[src/rtl/fcvt_issue_ctrl.sv]
// fcvt_issue_ctrl: single-issue sequencer for FCVT.WU.S around a shared multicycle float->uint
// datapath. Define FCVT_SIGNED_EN to also sequence FCVT.W.S (sign strip, rm remap, saturation).
module fcvt_issue_ctrl #(
  parameter int unsigned LATENCY = 2,
  parameter int unsigned TAG_W   = 5
) (
  input  logic             clk,
  input  logic             reset,
  input  logic             req_valid,
  output logic             req_ready,
  input  logic [31:0]      req_src,
  input  logic [2:0]       req_rm,
  input  logic             req_signed,
  input  logic [TAG_W-1:0] req_tag,
  input  logic [2:0]       frm,
  input  logic             flush,
  output logic [31:0]      dp_float_in,
  output logic [2:0]       dp_rm,
  input  logic [31:0]      dp_result,
  output logic             resp_valid,
  input  logic             resp_ready,
  output logic [31:0]      resp_data,
  output logic [TAG_W-1:0] resp_tag,
  output logic [4:0]       resp_fflags,
  output logic             resp_illegal
);
  localparam int unsigned     CntW    = (LATENCY > 1) ? $clog2(LATENCY) : 1;
  localparam logic [CntW-1:0] CntLast = CntW'(LATENCY - 1);

  typedef enum logic [1:0] {StIdle, StExec, StDone} state_e;

  state_e           state_q;
  logic [CntW-1:0]  cnt_q;
  logic [31:0]      src_q;
  logic [TAG_W-1:0] tag_q;
  logic [2:0]       rm_q;

  logic [2:0]  acc_rm_eff;
  logic [2:0]  acc_dp_rm;
  logic [31:0] acc_dp_float;
  logic        accept;

  assign req_ready  = (state_q == StIdle);
  assign accept     = req_ready && req_valid && !flush;
  assign acc_rm_eff = (req_rm == 3'b111) ? frm : req_rm;

`ifdef FCVT_SIGNED_EN
  logic signed_q;

  // Datapath only sees magnitudes; directed modes flip meaning for negative operands.
  always_comb begin
    acc_dp_float = req_signed ? {1'b0, req_src[30:0]} : req_src;
    acc_dp_rm    = acc_rm_eff;
    if (req_signed && req_src[31]) begin
      if (acc_rm_eff == 3'b010) begin
        acc_dp_rm = 3'b011;
      end else if (acc_rm_eff == 3'b011) begin
        acc_dp_rm = 3'b001;
      end
    end
  end

  always_ff @(posedge clk) begin
    if (reset) begin
      signed_q <= 1'b0;
    end else if (accept) begin
      signed_q <= req_signed;
    end
  end
`else
  logic unused_signed;
  assign unused_signed = req_signed;
  assign acc_dp_float  = req_src;
  assign acc_dp_rm     = acc_rm_eff;
`endif

  // Operand decode of the captured source.
  logic        sign;
  logic [7:0]  exp;
  logic [22:0] man;
  logic        is_nan;
  logic        huge;
  logic        illegal;
  logic        inexact;
  logic        neg_mag_nz;
  logic [23:0] frac_mask;

  assign sign    = src_q[31];
  assign exp     = src_q[30:23];
  assign man     = src_q[22:0];
  assign is_nan  = (exp == 8'hFF) && (man != '0);
  assign huge    = (exp >= 8'd159);
  assign illegal = (rm_q >= 3'b101);

  always_comb begin
    frac_mask = '0;
    if (exp >= 8'd127 && exp < 8'd150) begin
      frac_mask = (24'h1 << (8'd150 - exp)) - 24'h1;
    end
    if (exp < 8'd127) begin
      inexact = (exp != '0) || (man != '0);
    end else begin
      inexact = (man & frac_mask[22:0]) != '0;
    end
  end

  // Whether a negative operand rounds to a nonzero integer under rm_q.
  always_comb begin
    if (exp >= 8'd127) begin
      neg_mag_nz = 1'b1;
    end else if (exp == '0 && man == '0) begin
      neg_mag_nz = 1'b0;
    end else begin
      case (rm_q)
        3'b000:  neg_mag_nz = (exp == 8'd126) && (man != '0);
        3'b100:  neg_mag_nz = (exp == 8'd126);
        3'b010:  neg_mag_nz = 1'b1;
        default: neg_mag_nz = 1'b0;
      endcase
    end
  end

  logic [31:0] fix_data;
  logic        fix_nv;
  logic        fix_nx;

  always_comb begin
    fix_data = dp_result;
    fix_nv   = 1'b0;
    if (illegal) begin
      fix_data = '0;
    end
`ifdef FCVT_SIGNED_EN
    else if (signed_q) begin
      if (is_nan || (!sign && (huge || dp_result > 32'h7FFF_FFFF))) begin
        fix_data = 32'h7FFF_FFFF;
        fix_nv   = 1'b1;
      end else if (sign && (huge || dp_result > 32'h8000_0000)) begin
        fix_data = 32'h8000_0000;
        fix_nv   = 1'b1;
      end else if (sign) begin
        fix_data = 32'd0 - dp_result;
      end
    end
`endif
    else if (is_nan || (!sign && huge)) begin
      fix_data = 32'hFFFF_FFFF;
      fix_nv   = 1'b1;
    end else if (sign) begin
      fix_data = '0;
      fix_nv   = neg_mag_nz;
    end
    fix_nx = !illegal && !fix_nv && inexact;
  end

  always_ff @(posedge clk) begin
    if (reset) begin
      state_q      <= StIdle;
      cnt_q        <= '0;
      src_q        <= '0;
      tag_q        <= '0;
      rm_q         <= '0;
      dp_float_in  <= '0;
      dp_rm        <= '0;
      resp_valid   <= 1'b0;
      resp_data    <= '0;
      resp_tag     <= '0;
      resp_fflags  <= '0;
      resp_illegal <= 1'b0;
    end else if (flush) begin
      state_q      <= StIdle;
      cnt_q        <= '0;
      resp_valid   <= 1'b0;
      resp_data    <= '0;
      resp_tag     <= '0;
      resp_fflags  <= '0;
      resp_illegal <= 1'b0;
    end else begin
      unique case (state_q)
        StIdle: begin
          if (req_valid) begin
            state_q     <= StExec;
            cnt_q       <= '0;
            src_q       <= req_src;
            tag_q       <= req_tag;
            rm_q        <= acc_rm_eff;
            dp_float_in <= acc_dp_float;
            dp_rm       <= acc_dp_rm;
          end
        end
        StExec: begin
          if (cnt_q == CntLast) begin
            state_q      <= StDone;
            resp_valid   <= 1'b1;
            resp_data    <= fix_data;
            resp_tag     <= tag_q;
            resp_fflags  <= {fix_nv, 3'b000, fix_nx};
            resp_illegal <= illegal;
          end else begin
            cnt_q <= cnt_q + 1'b1;
          end
        end
        StDone: begin
          if (resp_ready) begin
            state_q      <= StIdle;
            resp_valid   <= 1'b0;
            resp_data    <= '0;
            resp_tag     <= '0;
            resp_fflags  <= '0;
            resp_illegal <= 1'b0;
          end
        end
        default: state_q <= StIdle;
      endcase
    end
  end

endmodule
[config.mk]
export PLATFORM = sky130hd
export DESIGN_NAME = fcvt_issue_ctrl
export DESIGN_NICKNAME = d
export VERILOG_FILES = /design/src/rtl/fcvt_issue_ctrl.sv
export SDC_FILE = /design/constraint.sdc
export NUM_CORES = 1
export LEC_CHECK = 0
export ABC_CLOCK_PERIOD_IN_PS = 8300
export CAP_MARGIN = 10
export CORE_UTILIZATION = 49
export DETAILED_ROUTE_END_ITERATION = 7
export HOLD_SLACK_MARGIN = 0.02
export PLACE_DENSITY = 0.83
export SYNTH_ARGS = -nofsm -noshare
export SYNTH_HDL_FRONTEND = slang
export SYNTH_SLANG_ARGS = --single-unit
[constraint.sdc]
create_clock -name clk -period 8.3 [get_ports clk]
set_clock_uncertainty 0.05 [all_clocks]
set_input_delay 1.245 -clock clk [delete_from_list [all_inputs] [get_ports clk]]
set_output_delay 1.245 -clock clk [all_outputs]
set_load 0.03 [all_outputs]
Word level (Yosys, flattened, before mapping). Index checks and enable logic that the tools add are counted.

Flip-flop bits (word level): 87. Logic and storage cells: 89.

Reductions and logical operators: 26. Shifts and indexed selects: 1. Order comparisons: 5. Add/sub/neg operators: 3. Bitwise operators: 2. Equal/unequal tests: 10. Multiplexer cells: 32.

Operator list (count): 32-bit two-way mux (5); 32-bit case mux with 2 select lines (1); 23-bit nonzero test (2); 23-bit AND (1); 23-bit zero test (1); 23-bit two-way mux (1); 1-bit by 8-bit left shift with 23-bit output, first input constant (1); 23-bit by 1-bit subtractor with 23-bit output, second input constant (1); 5-bit case mux with 2 select lines (2); 5-bit two-way mux (3); 1-bit two-way mux (11); 3-bit AND reduction (3); 8-bit by 7-bit == test with 1-bit output, second input constant (1); 8-bit == test, second input constant (1); 8-bit by 7-bit greater-or-equal comparator with 1-bit output, second input constant (1); 8-bit greater-or-equal comparator, second input constant (1); 8-bit zero test (1); 8-bit by 7-bit < comparator with 1-bit output, second input constant (1); 8-bit < comparator, second input constant (1); 8-bit nonzero test (1); 8-bit subtractor, first input constant (1); 1-bit logical AND (7); 3-bit == test, second input constant (2); 2-bit two-way mux (3); 18 further kinds (26).

Depth between registers and ports, before layout.
Depth in word-level cells: 13. Gate-level depth with buffers: 16. Mapped depth without buffers: 15.

Least setup slack after synthesis. Ideal clock, no wire load.

Kind: register -> register. From: register src_q[23]. To: register resp_fflags[0]. Arrival time: 3.177 ns. Library setup time: 0.137 ns. Period minus slack after synthesis: 3.364 ns. Slack: 4.936 ns. Stages on the path, launching flop included: 17. Buffers on the path: 2. Cell sequence: dfxtp_1 > buf_2 > inv_1 > ha_1 > clkbuf_1 > inv_1 > nor2_1 > nand3_1 > ha_1 > inv_1 > nor2_1 > a32o_1 > a2111oi_2 > o2111ai_1 > a221oi_1 > and4_1 > a41oi_2.

Cells in the longest elaborated chain, start to end: 13.

RTL lines: from (decl) (line 34) `logic [31:0] src_q;`; from (signal assigned) (line 184) `src_q <= req_src;`; branches (longest 10 deep; another with 23-bit by 1-bit subtractor with 23-bit output); 1-bit logical AND * (line 153) `fix_nx = !illegal && !fix_nv && inexact;`; 5-bit two-way mux * (line 192) `if (cnt_q == CntLast) begin`; 5-bit case mux with 2 select lines * (line 179) `unique case (state_q)`; to (signal assigned) (line 197) `resp_fflags <= {fix_nv, 3'b000, fix_nx};`; to (decl) (line 24) `output logic [4:0] resp_fflags,`.

Every way passes the cells marked *. The select of a mux whose other input is x is not followed. A chain may end at the register's enable or synchronous reset.

Worst setup path in the final report. Ends and elaborated chain as after synthesis.

==> impl_results.md <==
- Post-route DRC violation count: 0
- RR Endpoint: resp_fflags[0]
- CP dominant cell by count: ha_1
- Largest net degree at the start of global routing: 44
- Layout cell share with drive strength beyond 1: 6.492%
- Final setup TNS: 0 ns
- Global routing usage on met1: 35.38%
- Slowest cell on crit path: dfxtp_1
- Clock power share: 34.5%
- Crit path required time: 8.48 ns
- Gate power share: 17.7%
- Synth area leaders: dfxtp_1 (38%), nand2_1 (11%), a21oi_1 (10%)
- Filler cells: 723
- RSZ-0062 raised after global routing: false
- Setup CP Type: register to register
- Least-Margin Pin Slew: 1.104 ns
- Storage cell area: 1682 um2
- Cell taking the most area after synthesis: dfxtp_1
- Max VDD drop: 0.0001469 V
- Clock Sinks: 84
- Slew headroom: 26.35%
- Cts repair resizes: 0
- Setup WS post-layout: 3.735 ns
- Sequential Power Share: 47.8%
- Most frequent cells in the layout: clkdlybuf4s50_1 (156), nand2_1 (128), a21oi_1 (92)
- Tmin final: 4.565 ns
- Port buffer count: 156
- Placed Area: 5976 um2
- GRT busiest layer: met2
- Critical Path Start Type: register
- Syn_area_per_cell: 7.520 um2
- Layout area overhead: 39.49%
- Multi-input combinational cell area: 2526 um2
- FF-to-FF path depth: 15
- CTS max path bufs: 2
- Max-cap viol count: 0
- Synth Instances: 592
- Gpl congestion: 0.9747
- Ys flop type: dfxtp_1
- Via total after detailed routing: 4750
- Hold_buf cts: 0
- Met2 usage: 49.30%
- Routed wire per std cell: 16.03 um
- # setup viols final: 0
- Die Wd: 97.32 um
- Fmax: 219.0 MHz
- H-tree levels: 3
- Detailed Routing Iterations Pass 1: 5
- Ports: 161
- M3 GR Usage: 8.058%
- WHS Endpoint: resp_data[19]
- Vias/cell: 5.709
- Final std cells w/o fill: 832
- Cell Area, Synth: 4452 um2
- Leak Pwr: 2.062 nW
- Initial antenna violation count: 0
- Slew Limit Fails: 0
- Cell count after placement: 814
- R2r setup slk: 3.73 ns
- Worst path cell trace: ha_1 > a211o_1 > and3_1 > o22ai_4 > nor2_2 > nand3_1 > ha_1 > inv_1 > nor2_1 > a32o_1 > a2111oi_2 > o2111ai_1 > a221oi_1 > and4_1 > a41oi_2
- Final Hold Viols: 0
- HP Class: register to register
- Row count: 34
- Final #Nets: 804
- Register bit total from synthesis: 84
- Initial Utilization: 50.80%
- Hold Crit Depth: 2
- Setup Fix Bufs, Post-CTS: 0
- Pre-CTS setup slack: 3.826 ns
- Power per standard cell area: 145.2 nW/um2
- Async SR Flop Fraction: 0%
- Status: finished, final reports clean
- Post-detail-place hpwl: 9.525 mm
- Die area: 9470 um2
- Yosys top cell area share: 37.77%
- Period utilization: 55.01%
- Number of synthesized flops with an enable pin: 0
- Clock root buffer: clkbuf_8
- Yosys warning total: 0
- Worst skew pair latency: 0.36 ns
- CTS tree: built
- DRT Wirelength: 13.34 mm
- Clock transition at path regs: 0.09 ns
- Die Y: 97.32 um
- Antenna viol nets, final: 0
- Hold path start: resp_data[19]
- Vias in the first global route: 4672
- Starting DRT DRC Count: 211
- Crit-path max FO: 22
- Gr usage total: 28.98%
- Sequential share of the synthesized area: 37.77%
- Sw frac: 28.99%
- Commonest non-fill, non-tap cell in the layout: clkdlybuf4s50_1
- Switching power: 0.2613 mW
- Total gr overflow: 0
- Arrival @ worst endpoint: 4.75 ns
- Yosys cell types: 69
- Worst setup EP type: register
- First-pass GRT wire length: 22.56 mm
- Core area: 8763 um2
- Worst r2r src: src_q[23]
- CTS Buf Count: 9
- CP max stage delay: 0.83 ns
- Diode count: 0
- Post-route design area: 6210 um2
- Internal power: 0.6402 mW
[final cells by class]
class / instances / share of cell area [%]
inverter: 9 / 0.5440
clock buffer: 10 / 2.216
clock inverter: 6 / 1.128
sequential: 84 / 27.08
multi-input combinational: 452 / 40.68
timing repair buffer: 163 / 26.17
tap: 108 / 2.176
[power by group through the flow]
stage	sequential, mW	clock [mW]	combinational, mW
after floorplan	0.446	0	0.0813
after global placement	0.440	0	0.156
after detailed placement	0.440	0	0.158
after CTS	0.431	0.317	0.159
after global routing	0.433	0.331	0.173
final	0.431	0.311	0.159
[routing by layer]
layer / routed length (um) / vias up
met5: 0 / -
li1: - / 2316
met2: 6478 / 182
met4: 231 / 0
met3: 1076 / 22
met1: 5553 / 2230
[state kept, by name (all words and copies together), names as in the netlist]
name	flops
resp_data	32
src_q	32
resp_tag	5
tag_q	5
rm_q	3
resp_fflags	2
state_q	2
cnt_q	1
resp_illegal	1
resp_valid	1
[critical path, delay by kind of cell (launching register included)]
| family | cells | cell delay (ns) |
|---|---|---|
| flip-flops | 1 | 0.83 |
| buffers and inverters | 1 | 0.22 |
| AND/OR/NAND/NOR | 5 | 0.93 |
| adder cells (fa/ha/maj) | 2 | 1.00 |
| AO/OA/AOI/OAI | 7 | 1.39 |
[cell usage after synthesis (2+ instances only)]
cell type,instances
o211ai_1,4
a211oi_2,2
clkbuf_1,35
nand4_1,5
nor3b_1,2
nand3b_1,3
a211o_1,2
or2_2,2
nor3_1,8
dfxtp_1,84
nand2_1,128
inv_1,9
a21oi_2,2
nand3_1,14
nor2_1,27
buf_6,3
o31ai_1,3
o2111ai_1,3
nor2b_1,33
buf_4,4
nand2b_1,3
ha_1,4
xnor2_1,3
and3_1,7
o21a_1,2
mux2i_1,3
buf_2,6
a21oi_1,93
or3_1,2
a22oi_1,6
o21ai_0,41
and4_1,2
nor4_1,8
a32o_1,2
a31oi_1,2
o22ai_1,2
[stage by stage]
stage	power (mW)	hold slack [ns]	util, %
floorplan	0.5275	0.3868	-
global placement	0.5959	0.3867	68.19
detailed placement	0.5985	0.3972	68.19
CTS	0.9063	0.4091	70.56
global route	0.9378	0.4314	70.86
finish	0.9015	0.4074	70.86
[how the worst max path moves through the flow]
stage                     startpoint        endpoint  slack (ns)
after floorplan            src_q[23]  resp_fflags[0]        4.94
after global placement     src_q[23]  resp_fflags[0]        3.85
after detailed placement   src_q[23]  resp_fflags[0]        3.83
after CTS                  src_q[23]  resp_fflags[0]        3.80
after global routing       src_q[23]  resp_fflags[0]        3.27
final                      src_q[23]  resp_fflags[0]        3.73
[logic make-up (layout without fill, tap and decap cells)]
family | Yosys count | in the layout | synth area share (%)
compound gates | 187 | 187 | 26.67
simple gates | 251 | 251 | 26.81
other cells | 1 | 3 | 0.08424
flops | 84 | 84 | 37.77
mux | 3 | 3 | 0.6746
xor+xnor | 4 | 4 | 0.9558
fa+ha+maj | 4 | 4 | 1.124
buf+inv | 58 | 188 | 5.902
Note: power is estimated with default switching activity, not from simulation.
